$ cat src/rtl/uart_pkg.sv
// uart_pkg: shared definitions for the uart receive path.
//   UART_DATA_W : byte width carried between uart and buffer
//   cap_state_e : capture FSM state encoding (IDLE, CLR)
package uart_pkg;

  localparam int unsigned UART_DATA_W = 8;

  typedef enum logic {
    IDLE = 1'b0,
    CLR  = 1'b1
  } cap_state_e;

endpackage

$ cat src/rtl/uart_rx_fifo.sv
// uart_rx_fifo: first-word-fall-through FIFO (storage, pointers, level).
// Ports:
//   clk, rst    : clock, synchronous active-high reset
//   push_i      : write wr_data_i (ignored when full unless popping too)
//   pop_i       : advance the head (ignored when empty)
//   wr_data_i   : write data
//   rd_data_o   : head entry, combinational
//   level_o     : entry count, 0..DEPTH
//   full_o      : DEPTH entries stored
//   empty_o     : no entries stored
module uart_rx_fifo #(
  parameter int unsigned DEPTH  = 16,
  parameter int unsigned DATA_W = 8
) (
  input  logic                     clk,
  input  logic                     rst,
  input  logic                     push_i,
  input  logic                     pop_i,
  input  logic [DATA_W-1:0]        wr_data_i,
  output logic [DATA_W-1:0]        rd_data_o,
  output logic [$clog2(DEPTH):0]   level_o,
  output logic                     full_o,
  output logic                     empty_o
);

  localparam int unsigned AW = $clog2(DEPTH);

  logic [AW:0]       wr_ptr_q, rd_ptr_q;
  logic [DATA_W-1:0] mem_q [DEPTH];
  logic              do_push, do_pop;

  // Extra pointer MSB distinguishes full from empty when the low bits match.
  assign empty_o = (wr_ptr_q == rd_ptr_q);
  assign full_o  = (wr_ptr_q[AW] != rd_ptr_q[AW]) &&
                   (wr_ptr_q[AW-1:0] == rd_ptr_q[AW-1:0]);

  assign do_pop  = pop_i && !empty_o;
  // A pop frees the slot the push needs, so full only blocks a lone push.
  assign do_push = push_i && (!full_o || do_pop);

  always_ff @(posedge clk) begin
    if (rst) begin
      wr_ptr_q <= '0;
      rd_ptr_q <= '0;
    end else begin
      if (do_push) wr_ptr_q <= wr_ptr_q + (AW+1)'(1);
      if (do_pop)  rd_ptr_q <= rd_ptr_q + (AW+1)'(1);
    end
  end

  always_ff @(posedge clk) begin
    if (do_push) mem_q[wr_ptr_q[AW-1:0]] <= wr_data_i;
  end

  assign rd_data_o = mem_q[rd_ptr_q[AW-1:0]];
  assign level_o   = wr_ptr_q - rd_ptr_q;

endmodule

$ cat src/rtl/uart_rx_buffer.sv
// uart_rx_buffer: captures bytes from the uart ready/ready_clr handshake
// into a FWFT FIFO and presents them on a valid/ready stream.
// Ports:
//   clk, rst      : clock, synchronous active-high reset
//   rx_data       : received byte, valid while rx_ready is high
//   rx_ready      : uart ready level
//   rx_ready_clr  : registered clear back to the uart
//   out_data      : FIFO head (meaningful while out_valid)
//   out_valid     : FIFO not empty
//   out_ready     : consumer accepts the head
//   level         : entry count
//   overflow      : sticky dropped-byte flag, cleared by ovf_clr
//   ovf_clr       : clears overflow (and drop_cnt)
//   drop_cnt      : saturating dropped-byte count
// Build option: UART_RX_BUF_DROP_CNT_EN enables the drop counter;
// otherwise drop_cnt is constant zero.
module uart_rx_buffer
  import uart_pkg::*;
#(
  parameter int unsigned DEPTH  = 16,
  parameter int unsigned DATA_W = UART_DATA_W
) (
  input  logic                   clk,
  input  logic                   rst,
  input  logic [DATA_W-1:0]      rx_data,
  input  logic                   rx_ready,
  output logic                   rx_ready_clr,
  output logic [DATA_W-1:0]      out_data,
  output logic                   out_valid,
  input  logic                   out_ready,
  output logic [$clog2(DEPTH):0] level,
  output logic                   overflow,
  input  logic                   ovf_clr,
  output logic [7:0]             drop_cnt
);

  cap_state_e state_q;
  logic       rx_ready_clr_q;
  logic       overflow_q, overflow_d;
  logic       fifo_full, fifo_empty;
  logic       pop_fire, capture, push, drop;

  uart_rx_fifo #(
    .DEPTH  (DEPTH),
    .DATA_W (DATA_W)
  ) u_fifo (
    .clk       (clk),
    .rst       (rst),
    .push_i    (push),
    .pop_i     (out_ready),
    .wr_data_i (rx_data),
    .rd_data_o (out_data),
    .level_o   (level),
    .full_o    (fifo_full),
    .empty_o   (fifo_empty)
  );

  assign out_valid = !fifo_empty;
  assign pop_fire  = out_valid && out_ready;

  // One capture per rx_ready assertion: only IDLE samples the byte.
  assign capture = (state_q == IDLE) && rx_ready;
  assign push    = capture && (!fifo_full || pop_fire);
  assign drop    = capture && fifo_full && !pop_fire;

  always_ff @(posedge clk) begin
    if (rst) begin
      state_q        <= IDLE;
      rx_ready_clr_q <= 1'b0;
    end else begin
      case (state_q)
        IDLE: begin
          if (rx_ready) begin
            rx_ready_clr_q <= 1'b1;
            state_q        <= CLR;
          end
        end
        CLR: begin
          if (!rx_ready) begin
            rx_ready_clr_q <= 1'b0;
            state_q        <= IDLE;
          end
        end
        default: begin
          rx_ready_clr_q <= 1'b0;
          state_q        <= IDLE;
        end
      endcase
    end
  end

  assign rx_ready_clr = rx_ready_clr_q;

  // Set has priority over clear.
  always_comb begin
    overflow_d = overflow_q;
    if (drop)         overflow_d = 1'b1;
    else if (ovf_clr) overflow_d = 1'b0;
  end

  always_ff @(posedge clk) begin
    if (rst) overflow_q <= 1'b0;
    else     overflow_q <= overflow_d;
  end

  assign overflow = overflow_q;

`ifdef UART_RX_BUF_DROP_CNT_EN
  logic [7:0] drop_cnt_q, drop_cnt_d;

  // A drop coinciding with ovf_clr restarts the count at 1.
  always_comb begin
    drop_cnt_d = drop_cnt_q;
    if (drop) begin
      if (ovf_clr)                 drop_cnt_d = 8'd1;
      else if (drop_cnt_q != '1)   drop_cnt_d = drop_cnt_q + 8'd1;
    end else if (ovf_clr) begin
      drop_cnt_d = '0;
    end
  end

  always_ff @(posedge clk) begin
    if (rst) drop_cnt_q <= '0;
    else     drop_cnt_q <= drop_cnt_d;
  end

  assign drop_cnt = drop_cnt_q;
`else
  assign drop_cnt = '0;
`endif

endmodule

$ cat config.mk
export PLATFORM = sky130hd
export DESIGN_NAME = uart_rx_buffer
export DESIGN_NICKNAME = d
export VERILOG_FILES = /design/src/rtl/uart_pkg.sv /design/src/rtl/uart_rx_fifo.sv /design/src/rtl/uart_rx_buffer.sv
export SDC_FILE = /design/constraint.sdc
export NUM_CORES = 1
export LEC_CHECK = 0
export BUFFER_PORTS_ARGS = -buffer_cell sky130_fd_sc_hd__buf_2
export CORE_ASPECT_RATIO = 1.2
export CORE_MARGIN = 10
export CORE_UTILIZATION = 54
export CTS_CLUSTER_DIAMETER = 80
export CTS_CLUSTER_SIZE = 20
export DETAILED_ROUTE_END_ITERATION = 10
export PLACE_DENSITY_LB_ADDON = 0.05
export SYNTH_ARGS = -nofsm -noshare
export SYNTH_HDL_FRONTEND = slang
export SYNTH_SLANG_ARGS = --single-unit
$ cat constraint.sdc
create_clock -name clk -period 2.1 [get_ports clk]
set_clock_uncertainty 0.05 [all_clocks]
set_input_delay 0.42 -clock clk [delete_from_list [all_inputs] [get_ports clk]]
set_output_delay 0.42 -clock clk [all_outputs]
set_load 0.01 [all_outputs]
==> results.md <==
- Worst-path cell chain: buf_6 > mux4_2 > a22oi_2 > buf_4 > nand2_2 > buf_6
- Sequential area share after synthesis: 71.4%
- Unrepaired setup endpoints after global routing: true
- Vias in the first global route: 3355
- Clock transition at the registers of the reported paths: 0.06 ns
- Failing checks: setup timing
- Clock share of power: 39.6%
- Core region area: 10600 µm²
- GRT Max-Usage Layer: met2
- Worst Setup Slack, final: -0.354 ns
- Synth cell types: 39
- Post-route total power: 7.39 mW
- Residual DRC count: 0
- CTS Sinks: 145
- Die ar.: 15400 µm²
- Worst path required time: 1.63 ns
- Status: complete, but fails checks
- Gr ovfl total: 0
- Drt initial violations: 221
- Layout cell share with drive strength beyond 1: 46.9%
- DR WL/cell: 22.5 µm
- Synthesis-to-finish area growth: 26.6%
- Site row count: 41
- Via/cell ratio: 5.69
- Post-DP HPWL: 8.05 mm
- Reg power frac: 43.7%
- Ant diodes: 0
- Period utilization: 117%
- Fin. max-slew vios: 0
- GRT Resource Usage Total: 16.9%
- Sw power: 1.75 mW
- Leading cell type in the layout, fill and taps excluded: edfxtp_1
- CTS buffer count: 17
- PortBufs: 28
- Die Wd: 115 µm
- First-pass GRT wire length: 19.2 mm
- Clk_lat worst skew: 0.41 ns
- Routability cong.: 0.785
- Final setup vio count: 11
- Max-Cap Viols: 0
- Critical-path top delay cell: mux4_2
- Crit path largest cell delay: 0.50 ns
- Mapped Cells: 325
- Synthesis Warnings: 0
- # fillers: 683
- Reg2reg setup slack: 0.10 ns
- Drt total wl: 12.4 mm
- Critical Path End Type: output pin
- Die height: 134 µm
- Avg Inst Size Synth: 18.0 µm²
- Crit Path Category: reg2out
- # IOs: 37
- Placed inst area: 6520 µm²
- Root cell of the clock tree: clkbuf_16
- Largest net degree at the start of global routing: 33
- Netlist Area Pre-Place: 5860 µm²
- Worst Max-Slew Pin Slew: 0.920 ns
- Most frequent cells in the layout: 128 x edfxtp_1, 37 x buf_4, 32 x mux4_2
- Leak Pwr: 2.54 nW
- PwrDens: 996 nW/µm²
- Critical Path Start Type: register
- Fmax: 408 MHz
- Layout Nets: 435
- Initial antenna violation count: 0
- Post-Layout Inst Area: 7420 µm²
- Worst hold path type: in2reg
- Worst EP arrival: 1.98 ns
- Fin. Hold Viols: 0
- Clock Tree Buf Depth: 2
- Most used cell along the critical path: buf_6
- Relative slew margins: 38.4%
- Initial Utilization: 55.5%
- Max FO, Critical Path: 6
- Fin crit period: 2.45 ns
- Global routing usage on met3: 4.82%
- First drt pass iteration count: 5
- Hold Slack: 0.197 ns
- CTS Hold Bufs: 0
- CTS tree: done
- Via Count: 3147
- M1 GR Usage: 22.0%
- Internal power: 5.64 mW
- Post-DRT Antenna Nets: 0
- Gate power share: 16.7%
- Sw frac: 23.7%
- Register bit count reported by yosys: 145
- Max VDD drop: 0.00128 V
- Met2 usage in global routing: 26.4%
- # H-tree levels: 4
flip-flops by register name, summed over array words and instances, names as in the netlist, named ones only:
signal and cells:
state_q 1, u_fifo.mem_q 128, overflow 1, u_fifo.wr_ptr_q 5, rx_ready_clr 1, u_fifo.rd_ptr_q 5
cell type report:
class | count | area (µm²) | share of cell area (%)
tap | 129 | 161 | 2.17
clock buffer | 18 | 429 | 5.78
inverter | 8 | 32.5 | 0.438
clock inverter | 14 | 155 | 2.09
multi-input combinational | 158 | 1740 | 23.4
timing repair buffer | 81 | 707 | 9.52
sequential | 145 | 4200 | 56.6
cells by family (layout without fill, tap and decap cells):
| family | after synthesis | in the layout | share of synthesized area (%) |
|---|---|---|---|
| AO/OA/AOI/OAI | 35 | 35 | 3.99 |
| XOR/XNOR | 9 | 9 | 1.60 |
| adder cells (fa/ha/maj) | 11 | 11 | 2.48 |
| buffers and inverters | 29 | 121 | 2.84 |
| flip-flops | 145 | 145 | 71.4 |
| multiplexers | 34 | 34 | 12.6 |
| other | 1 | 8 | 0.0640 |
| AND/OR/NAND/NOR | 61 | 61 | 5.04 |
critical path: cells and delay by family (launching register included):
family          cells  cell delay, ns
flops               1            0.43
compound gates      1            0.18
simple gates        1            0.05
mux                 1            0.50
buf+inv             3            0.41
power by group through the flow:
stage	combinational (mW)	sequential (mW)	clock (mW)
finish	1.24	3.23	2.92
global route	1.34	3.23	3.11
CTS	1.17	3.22	2.97
detailed placement	0.996	3.27	0
global placement	0.989	3.27	0
floorplan	0.643	3.26	0
layer usage:
| layer | vias up | wire length [µm] |
|---|---|---|
| met3 | 17 | 701 |
| met5 | - | 0 |
| met1 | 1602 | 5220 |
| met4 | 0 | 255 |
| li1 | 1442 | - |
| met2 | 86 | 6260 |
final timing paths:
kind	endpoint	depth (start not counted)	startpoint
hold reg to reg	rx_ready_clr	2	rx_ready_clr
setup / recovery	out_data[7]	6	register
setup reg to reg	register	9	u_fifo.rd_ptr_q[1]
hold / removal	state_q	2	rx_ready
repair_timing:
action | 4_1_cts | 5_1_grt
gates cloned | 1 | 1
gates resized for setup | 33 | 25
pin swaps | 3 | 20
setup buffers | 2 | 4
endpoints found under the setup margin | 76 | 64
through the flow:
step / setup TNS, ns / worst slack, ns / cells / utilization (%)
after detailed placement: -2.82 / -0.0970 / 515 / 61.7
after global placement: -1.34 / -0.0609 / 515 / 61.7
after floorplan: -8.76 / -0.102 / 332 / -
final: -2.89 / -0.354 / 553 / 70.2
after CTS: -3.43 / -0.387 / 550 / 69.0
after global routing: -3.99 / -0.418 / 553 / 70.2
synth_stat cells:
| master | instances | share of area [%] |
|---|---|---|
| a21o_1 | 2 | 0.26 |
| buf_4 | 9 | 1.2 |
| o211ai_1 | 2 | 0.26 |
| inv_1 | 8 | 0.51 |
| nor3_2 | 1 | 0.17 |
| o31ai_2 | 1 | 0.21 |
| and3_1 | 1 | 0.11 |
| a21oi_1 | 7 | 0.60 |
| conb_1 | 1 | 0.064 |
| mux2i_1 | 2 | 0.34 |
| nor2_1 | 25 | 1.6 |
| nand2_1 | 14 | 0.90 |
| xnor2_1 | 4 | 0.60 |
| nor3_1 | 3 | 0.26 |
| fa_1 | 1 | 0.34 |
| dfxtp_1 | 17 | 5.8 |
| buf_6 | 3 | 0.58 |
| nand4_1 | 2 | 0.21 |
| a22oi_1 | 16 | 2.0 |
| o21ai_0 | 5 | 0.43 |
| a31oi_1 | 1 | 0.11 |
| ha_1 | 10 | 2.1 |
| buf_2 | 1 | 0.085 |
| xor2_2 | 1 | 0.28 |
| mux4_2 | 32 | 12 |
| and2_1 | 1 | 0.11 |
| or3b_2 | 2 | 0.30 |
| xnor2_2 | 1 | 0.28 |
| or2_2 | 1 | 0.11 |
| nor2b_1 | 4 | 0.43 |
| buf_1 | 5 | 0.32 |
| or3_1 | 4 | 0.43 |
| xor2_1 | 3 | 0.45 |
| o21ai_1 | 1 | 0.085 |
| nand3_1 | 1 | 0.085 |
| edfxtp_1 | 128 | 66 |
| or4_1 | 1 | 0.13 |
| nand4_2 | 1 | 0.21 |
| clkbuf_1 | 3 | 0.19 |
Power figures use the tool's default switching activity.
